<file path="config.mk">
export PLATFORM = sky130hd
export DESIGN_NAME = and3_sweep_ctrl_flat
export DESIGN_NICKNAME = d
export VERILOG_FILES = /design/src/rtl/and3_sweep_ctrl_if.sv /design/src/rtl/and3_sweep_ctrl.sv /design/src/flat_wrapper.sv
export SDC_FILE = /design/constraint.sdc
export NUM_CORES = 1
export LEC_CHECK = 0
export ABC_AREA = 1
export BUFFER_PORTS_ARGS = -buffer_cell sky130_fd_sc_hd__buf_2
export CORE_MARGIN = 5
export CORE_UTILIZATION = 45
export DETAILED_ROUTE_END_ITERATION = 7
export SYNTH_ARGS = -nofsm -noshare
export SYNTH_HDL_FRONTEND = slang
export SYNTH_SLANG_ARGS = --single-unit
</file>
<file path="constraint.sdc">
create_clock -name clk_12mhz_i -period 3.4 [get_ports clk_12mhz_i]
set_input_delay 0 -clock clk_12mhz_i [delete_from_list [all_inputs] [get_ports clk_12mhz_i]]
set_output_delay 0 -clock clk_12mhz_i [all_outputs]
set_load 0.005 [all_outputs]
</file>
<file path="src/rtl/and3_sweep_ctrl_if.sv">
// and3_sweep_ctrl_if: button, gate and status signals between the AND3 sweep controller and its surroundings.
interface and3_sweep_ctrl_if;
  logic       start_i;
  logic       abort_i;
  logic       gate_c_i;
  logic       gate_a_o;
  logic       gate_b_o;
  logic       gate_d_o;
  logic [2:0] vector_o;
  logic       busy_o;
  logic       done_o;
  logic       pass_o;
  logic [3:0] fail_count_o;
  logic [2:0] fail_vector_o;
  modport master (
    input  start_i, abort_i, gate_c_i,
    output gate_a_o, gate_b_o, gate_d_o, vector_o, busy_o, done_o, pass_o, fail_count_o, fail_vector_o
  );
  modport slave (
    output start_i, abort_i, gate_c_i,
    input  gate_a_o, gate_b_o, gate_d_o, vector_o, busy_o, done_o, pass_o, fail_count_o, fail_vector_o
  );
endinterface

</file>
<file path="src/rtl/and3_sweep_ctrl.sv">
// and3_sweep_ctrl: steps a 3-input AND gate through all 8 vectors and checks its output.
// AND3_SWEEP_STOP_ON_FAIL_EN: end the sweep after the dwell of the first failing vector.
module and3_sweep_ctrl #(
  parameter int SETTLE_CYCLES = 2,
  parameter int DWELL_CYCLES  = 12_000_000
) (
  input logic                 clk_12mhz_i,
  input logic                 reset_n_i,
  and3_sweep_ctrl_if.master   bus
);
  localparam int MAX_CYCLES = SETTLE_CYCLES > DWELL_CYCLES ? SETTLE_CYCLES : DWELL_CYCLES;
  localparam int CW = $clog2(MAX_CYCLES + 1);
  localparam logic [CW-1:0] S_END = CW'(SETTLE_CYCLES - 1);
  localparam logic [CW-1:0] D_END = CW'(DWELL_CYCLES - 1);
  localparam logic [2:0] IDLE = 3'd0, APPLY = 3'd1, SAMPLE = 3'd2, DWELL = 3'd3, DONE = 3'd4;
  logic [2:0]    state_q, state_d;
  logic [CW-1:0] cnt_q, cnt_d;
  logic [2:0]    vec_q, vec_d;
  logic [3:0]    fc_q, fc_d;
  logic [2:0]    fv_q, fv_d;
  logic          start_q, abort_q, busy_q, done_q, pass_q;
  logic          go, mismatch, last;
`ifdef AND3_SWEEP_STOP_ON_FAIL_EN
  assign last = (vec_q == 3'd7) || (fc_q != 4'd0);
`else
  assign last = vec_q == 3'd7;
`endif
  // A start edge coinciding with a pending abort is consumed without starting.
  assign go = bus.start_i & ~start_q & ~bus.abort_i & ~abort_q;
  assign mismatch = bus.gate_c_i != (vec_q == 3'd7);
  always_comb begin
    state_d = state_q;
    cnt_d = cnt_q;
    vec_d = vec_q;
    fc_d = fc_q;
    fv_d = fv_q;
    case (state_q)
      IDLE, DONE: if (go) begin
        state_d = APPLY;
        cnt_d = '0;
        vec_d = '0;
        fc_d = '0;
        fv_d = '0;
      end
      APPLY: begin
        state_d = cnt_q == S_END ? SAMPLE : APPLY;
        cnt_d = cnt_q == S_END ? '0 : cnt_q + 1'b1;
      end
      SAMPLE: begin
        state_d = DWELL;
        fc_d = fc_q + {3'd0, mismatch};
        fv_d = mismatch && fc_q == 4'd0 ? vec_q : fv_q;
      end
      DWELL: begin
        state_d = cnt_q == D_END ? (last ? DONE : APPLY) : DWELL;
        cnt_d = cnt_q == D_END ? '0 : cnt_q + 1'b1;
        vec_d = cnt_q == D_END && !last ? vec_q + 3'd1 : vec_q;
      end
      default: state_d = IDLE;
    endcase
    if (abort_q && state_q != IDLE) begin
      state_d = IDLE;
      cnt_d = '0;
      vec_d = '0;
      fc_d = '0;
      fv_d = '0;
    end
  end
  always_ff @(posedge clk_12mhz_i) begin
    if (!reset_n_i) begin
      state_q <= IDLE;
      cnt_q <= '0;
      vec_q <= '0;
      fc_q <= '0;
      fv_q <= '0;
      start_q <= 1'b0;
      abort_q <= 1'b0;
      busy_q <= 1'b0;
      done_q <= 1'b0;
      pass_q <= 1'b0;
    end else begin
      state_q <= state_d;
      cnt_q <= cnt_d;
      vec_q <= vec_d;
      fc_q <= fc_d;
      fv_q <= fv_d;
      start_q <= bus.start_i;
      abort_q <= bus.abort_i;
      busy_q <= state_d == APPLY || state_d == SAMPLE || state_d == DWELL;
      done_q <= state_d == DONE;
      pass_q <= state_d == DONE && fc_d == 4'd0;
    end
  end
  assign bus.gate_a_o = vec_q[0];
  assign bus.gate_b_o = vec_q[1];
  assign bus.gate_d_o = vec_q[2];
  assign bus.vector_o = vec_q;
  assign bus.busy_o = busy_q;
  assign bus.done_o = done_q;
  assign bus.pass_o = pass_q;
  assign bus.fail_count_o = fc_q;
  assign bus.fail_vector_o = fv_q;
endmodule
</file>
<file path="src/flat_wrapper.sv">
// flat-port wrapper written by rule: the top's interface ports become plain ports
module and3_sweep_ctrl_flat 
#(
  parameter int SETTLE_CYCLES = 2,
  parameter int DWELL_CYCLES  = 12_000_000
)
  (clk_12mhz_i, reset_n_i, bus_start_i, bus_abort_i, bus_gate_c_i, bus_gate_a_o, bus_gate_b_o, bus_gate_d_o, bus_vector_o, bus_busy_o, bus_done_o, bus_pass_o, bus_fail_count_o, bus_fail_vector_o);
  and3_sweep_ctrl_if bus_i ();
  input logic clk_12mhz_i;
  input logic reset_n_i;
  input wire logic [$bits(bus_i.start_i)-1:0] bus_start_i;
  input wire logic [$bits(bus_i.abort_i)-1:0] bus_abort_i;
  input wire logic [$bits(bus_i.gate_c_i)-1:0] bus_gate_c_i;
  output wire logic [$bits(bus_i.gate_a_o)-1:0] bus_gate_a_o;
  output wire logic [$bits(bus_i.gate_b_o)-1:0] bus_gate_b_o;
  output wire logic [$bits(bus_i.gate_d_o)-1:0] bus_gate_d_o;
  output wire logic [$bits(bus_i.vector_o)-1:0] bus_vector_o;
  output wire logic [$bits(bus_i.busy_o)-1:0] bus_busy_o;
  output wire logic [$bits(bus_i.done_o)-1:0] bus_done_o;
  output wire logic [$bits(bus_i.pass_o)-1:0] bus_pass_o;
  output wire logic [$bits(bus_i.fail_count_o)-1:0] bus_fail_count_o;
  output wire logic [$bits(bus_i.fail_vector_o)-1:0] bus_fail_vector_o;
  assign bus_i.start_i = bus_start_i;
  assign bus_i.abort_i = bus_abort_i;
  assign bus_i.gate_c_i = bus_gate_c_i;
  assign bus_gate_a_o = bus_i.gate_a_o;
  assign bus_gate_b_o = bus_i.gate_b_o;
  assign bus_gate_d_o = bus_i.gate_d_o;
  assign bus_vector_o = bus_i.vector_o;
  assign bus_busy_o = bus_i.busy_o;
  assign bus_done_o = bus_i.done_o;
  assign bus_pass_o = bus_i.pass_o;
  assign bus_fail_count_o = bus_i.fail_count_o;
  assign bus_fail_vector_o = bus_i.fail_vector_o;
  and3_sweep_ctrl #(.SETTLE_CYCLES(SETTLE_CYCLES), .DWELL_CYCLES(DWELL_CYCLES)) u_core (.clk_12mhz_i(clk_12mhz_i), .reset_n_i(reset_n_i), .bus(bus_i));
endmodule
</file>
==> flow_summary.toml <==
[synth]
synthDistinctLibCells = 36
synthesis.instances = 387
synth_xor_xnor_area_share_pct = 1.003
synth_fa_ha_area_share_pct = 2.865
sequential_element_share_of_the_synthesized_area_pct = 32.09
mappedNetlistArea_um2 = 2620
synth_compound_gate_area_share_pct = 7.354
synth_top_family_by_area = "simple AND/OR/NAND/NOR gates"
yosys_warnings = 0
multiplexer_share_of_the_synthesized_area_pct = 0
avgSynthCellArea_um2 = 6.770
number_of_storage_elements_in_the_synthesis_netlist = 42
yosys.area_share.simple_pct = 44.17
synth_fp_nets = 398

[grt]
vias_in_the_first_global_route = 2225
grt_first_pass_wirelength_um = 10210
globalRouteOverflowTotal = 0
global_route.usage.met1_pct = 22.84
grt_start_max_net_pins = 19
antenna_violations_before_repair = 0
global_route.usage.met3_pct = 3.232
met2_demand_to_capacity_share_in_global_routing_pct = 27.61
globalRouteTotalUtil_pct = 17.04
global_route_hottest_layer = "met2"

[worst_setup_path]
crit_path_cell_trace = "ha_1 > ha_1 > xor2_1 > ha_1 > nand3_1 > nand2_1 > inv_1 > o21ai_0 > nand2_1 > o21ai_0 > nand2_1 > nor2_1"
worst_r2r_end = "u_core.bus.pass_o$_SDFF_PN0_"
worst-r2r-setup-slack_ps = 1310
path_delay_family = "adder cells"
wp_buf_inv = 1
critical_path.reg2reg.startpoint = "u_core.bus.vector_o[1]$_SDFFE_PP0P_"
r2r_cells = 12
cell_with_the_largest_stage_delay_on_the_worst_path = "sky130_fd_sc_hd__dfxtp_1"
worst_ep_arrival_time_ps = 2340
cp-end-kind = "flip-flop"
type_of_the_worst_setup_path = "flip-flop to flip-flop"
critical_path.startpoint_type = "flip-flop"
crit_required_ps = 3650
slowest_delay_ps = 350
critPathMaxFanout = 5

[hold_path]
min-delay-start = "reset_n_i"
whs_path_depth = 3
hp-class = "input port to flip-flop"
hold_path_end = "u_core.state_q[0]$_SDFF_PN0_"

[clock_tree]
tritoncts = "yes"
cts_root_buffer = "sky130_fd_sc_hd__clkbuf_8"
cts_resized = 0
sinks_on_clock_net = 42
tritoncts_buffer_count = 5
clk_latency_ps = 300
clk_pin_slew_ps = 90
clk_path_buf_depth = 2
htree_num_levels = 2

[timing]
maxSlewViolCount = 0
fin_crit_ps = 2089
slew_headroom_pct = 70.18
timing.final.crit_share_pct = 61.45
timing_hold_violations_final = 0
maxClockFrequency_mhz = 478.6
setup_violations = 0
setup_repair_after_global_routing_missed_its_margin = "false"
timing.clock.skew_ps = 7.012
tns_ps = 0
worst_pin_slew_ps = 446.9

[cells_and_area]
final_nets = 421
final_util_pct = 51.27
num_antenna_cells = 0
share_of_post_route_cells_with_drive_strength_above_1_pct = 17.76
area_growth_pct = 9.074

[run_status]
outcome = "finished, final reports clean"

[floorplan]
design.die.area_um2 = 7449
die_w_um = 86.31
core_um2 = 5574
start_util_pct = 47.00
core.rowCount = 27
die_h_um = 86.31
pin_count = 21

[route]
initialDrtViolationCount = 81
detail-route-antenna-nets = 0
drt_wl_total_um = 5944
detail_route.drc_violations = 0
post_drt_via_cell_ratio = 4.977
average_routed_wire_per_standard_cell_um = 12.31
drtPass1Iterations = 4
vias = 2404

[power]
power_density_nw_per_um2 = 332.3
power.leakage_uw = 0.001267
power.ir.vdd_worst_uv = 225.4

[place]
gp_congestion = 0.9006
place.port_buffers = 20
dpl.hpwl_um = 4472

[flow_run]
cap_viol_max_count = 0
worst reg2reg max path: stages (launching register included):
cell and delay, ps:
sky130_fd_sc_hd__dfxtp_1 350, sky130_fd_sc_hd__ha_1 210, sky130_fd_sc_hd__ha_1 220, sky130_fd_sc_hd__xor2_1 220, sky130_fd_sc_hd__ha_1 210, sky130_fd_sc_hd__nand3_1 110, sky130_fd_sc_hd__nand2_1 70, sky130_fd_sc_hd__inv_1 30
sky130_fd_sc_hd__o21ai_0 210, sky130_fd_sc_hd__nand2_1 80, sky130_fd_sc_hd__o21ai_0 170, sky130_fd_sc_hd__nand2_1 70, sky130_fd_sc_hd__nor2_1 90
report_power, final:
part	switching (uW)	internal (uW)	total (uW)
clock	183	145	329
sequential	7.46	501	508
combinational	78.9	33.8	113
worst max-delay path by stage:
stage	slack (ps)	end	from	cells after the start
4_1_cts	1290	u_core.bus.pass_o$_SDFF_PN0_	u_core.bus.vector_o[1]$_SDFFE_PP0P_	12
3_3_place_gp	1420	u_core.bus.pass_o$_SDFF_PN0_	u_core.bus.vector_o[1]$_SDFFE_PP0P_	12
3_5_place_dp	1320	u_core.bus.pass_o$_SDFF_PN0_	u_core.bus.vector_o[1]$_SDFFE_PP0P_	12
6_report	1310	u_core.bus.pass_o$_SDFF_PN0_	u_core.bus.vector_o[1]$_SDFFE_PP0P_	12
5_1_grt	1050	u_core.bus.pass_o$_SDFF_PN0_	u_core.bus.vector_o[0]$_SDFFE_PP0P_	12
2_1_floorplan	1520	u_core.bus.pass_o$_SDFF_PN0_	u_core.bus.vector_o[1]$_SDFFE_PP0P_	11
flip-flops by register name (all words and copies together), names as in the netlist:
signal	count
u_core.abort_q	1
u_core.bus.busy_o	1
u_core.bus.done_o	1
u_core.bus.fail_count_o	4
u_core.bus.fail_vector_o	3
u_core.bus.pass_o	1
u_core.bus.vector_o	3
u_core.cnt_q	24
u_core.start_q	1
u_core.state_q	3
stage by stage:
stage	setup slack [ps]	hold WS (ps)	cell area, um^2	std cells	total power (uW)
floorplan	1525	93.45	2620	387	612.8
global placement	1417	194.9	2731	471	631.2
detailed placement	1320	200.8	2731	471	631.0
CTS	1289	20.22	2858	483	960.9
global route	1046	47.72	2858	483	997.8
finish	1311	29.58	2858	483	949.5
cells in the mapped netlist:
library cell | number | area (um^2)
sky130_fd_sc_hd__a21oi_1 | 13 | 65.06
sky130_fd_sc_hd__a21oi_2 | 1 | 8.760
sky130_fd_sc_hd__a31oi_1 | 2 | 12.51
sky130_fd_sc_hd__buf_12 | 1 | 20.02
sky130_fd_sc_hd__buf_2 | 2 | 10.01
sky130_fd_sc_hd__buf_4 | 3 | 22.52
sky130_fd_sc_hd__buf_6 | 3 | 33.78
sky130_fd_sc_hd__clkinv_2 | 1 | 5.000
sky130_fd_sc_hd__dfxtp_1 | 42 | 840.8
sky130_fd_sc_hd__ha_1 | 6 | 75.07
sky130_fd_sc_hd__inv_1 | 57 | 214.0
sky130_fd_sc_hd__inv_2 | 6 | 22.52
sky130_fd_sc_hd__nand2_1 | 72 | 270.3
sky130_fd_sc_hd__nand2_2 | 9 | 56.30
sky130_fd_sc_hd__nand2_4 | 1 | 11.26
sky130_fd_sc_hd__nand2_8 | 1 | 20.02
sky130_fd_sc_hd__nand3_1 | 36 | 180.2
sky130_fd_sc_hd__nand3_2 | 3 | 30.03
sky130_fd_sc_hd__nand3_4 | 2 | 35.03
sky130_fd_sc_hd__nand3b_1 | 2 | 15.01
sky130_fd_sc_hd__nand4_1 | 10 | 62.56
sky130_fd_sc_hd__nand4_4 | 1 | 21.27
sky130_fd_sc_hd__nor2_1 | 58 | 217.7
sky130_fd_sc_hd__nor2_2 | 10 | 62.56
sky130_fd_sc_hd__nor2_4 | 4 | 45.04
sky130_fd_sc_hd__nor3_1 | 12 | 60.06
sky130_fd_sc_hd__nor3_2 | 4 | 40.04
sky130_fd_sc_hd__nor3_4 | 1 | 16.27
sky130_fd_sc_hd__nor3b_1 | 1 | 7.510
sky130_fd_sc_hd__o211ai_1 | 1 | 7.510
sky130_fd_sc_hd__o21ai_0 | 13 | 65.06
sky130_fd_sc_hd__o21ai_1 | 2 | 10.01
sky130_fd_sc_hd__o21bai_2 | 1 | 11.26
sky130_fd_sc_hd__o22ai_1 | 2 | 12.51
sky130_fd_sc_hd__or2_0 | 1 | 6.260
sky130_fd_sc_hd__xor2_1 | 3 | 26.28
kinds of logic (layout without fill, tap and decap cells):
| kind of cell | count (synthesis) | after routing |
|---|---|---|
| xor gates and xnor gates | 3 | 3 |
| AOI/OAI and AO/OA | 35 | 35 |
| buffers and inverters | 73 | 97 |
| DFF | 42 | 42 |
| adders and majority gates | 6 | 6 |
| and+or+nand+nor | 228 | 228 |
area by class of cell:
cell class	instances	area [um^2]
Timing Repair Buffer	25	147.6
Fill cell	589	2716
Multi-Input combinational cell	272	1451
Clock inverter	2	13.76
Clock buffer	6	72.57
Tap cell	72	90.09
Inverter	64	241.5
Sequential cell	42	840.8
per-layer routing:
metal	wire length [um]	part of all wire, %
met1	3001	50
met3	199	3.3
met4	81	1.4
met2	2662	45
met5	0	0
cell usage in the layout (no fill, tap or decap), drive strengths merged:
cell / n
nand3b: 2
clkbuf: 6
nand2: 83
inv: 63
ha: 6
xor2: 3
a31oi: 2
nor2: 72
o21bai: 1
nor3b: 1
dlygate4sd3: 4
o21ai: 15
nand4: 11
or2: 1
o211ai: 1
nand3: 41
clkinv: 3
nor3: 17
dfxtp: 42
a21oi: 14
o22ai: 2
buf: 21
what timing repair did:
item,4_1_cts,5_1_grt
hold buffers,4,0
setup buffers,0,0
endpoints found under the hold margin,2,0
No activity file was read; power rests on OpenSTA's default activity.
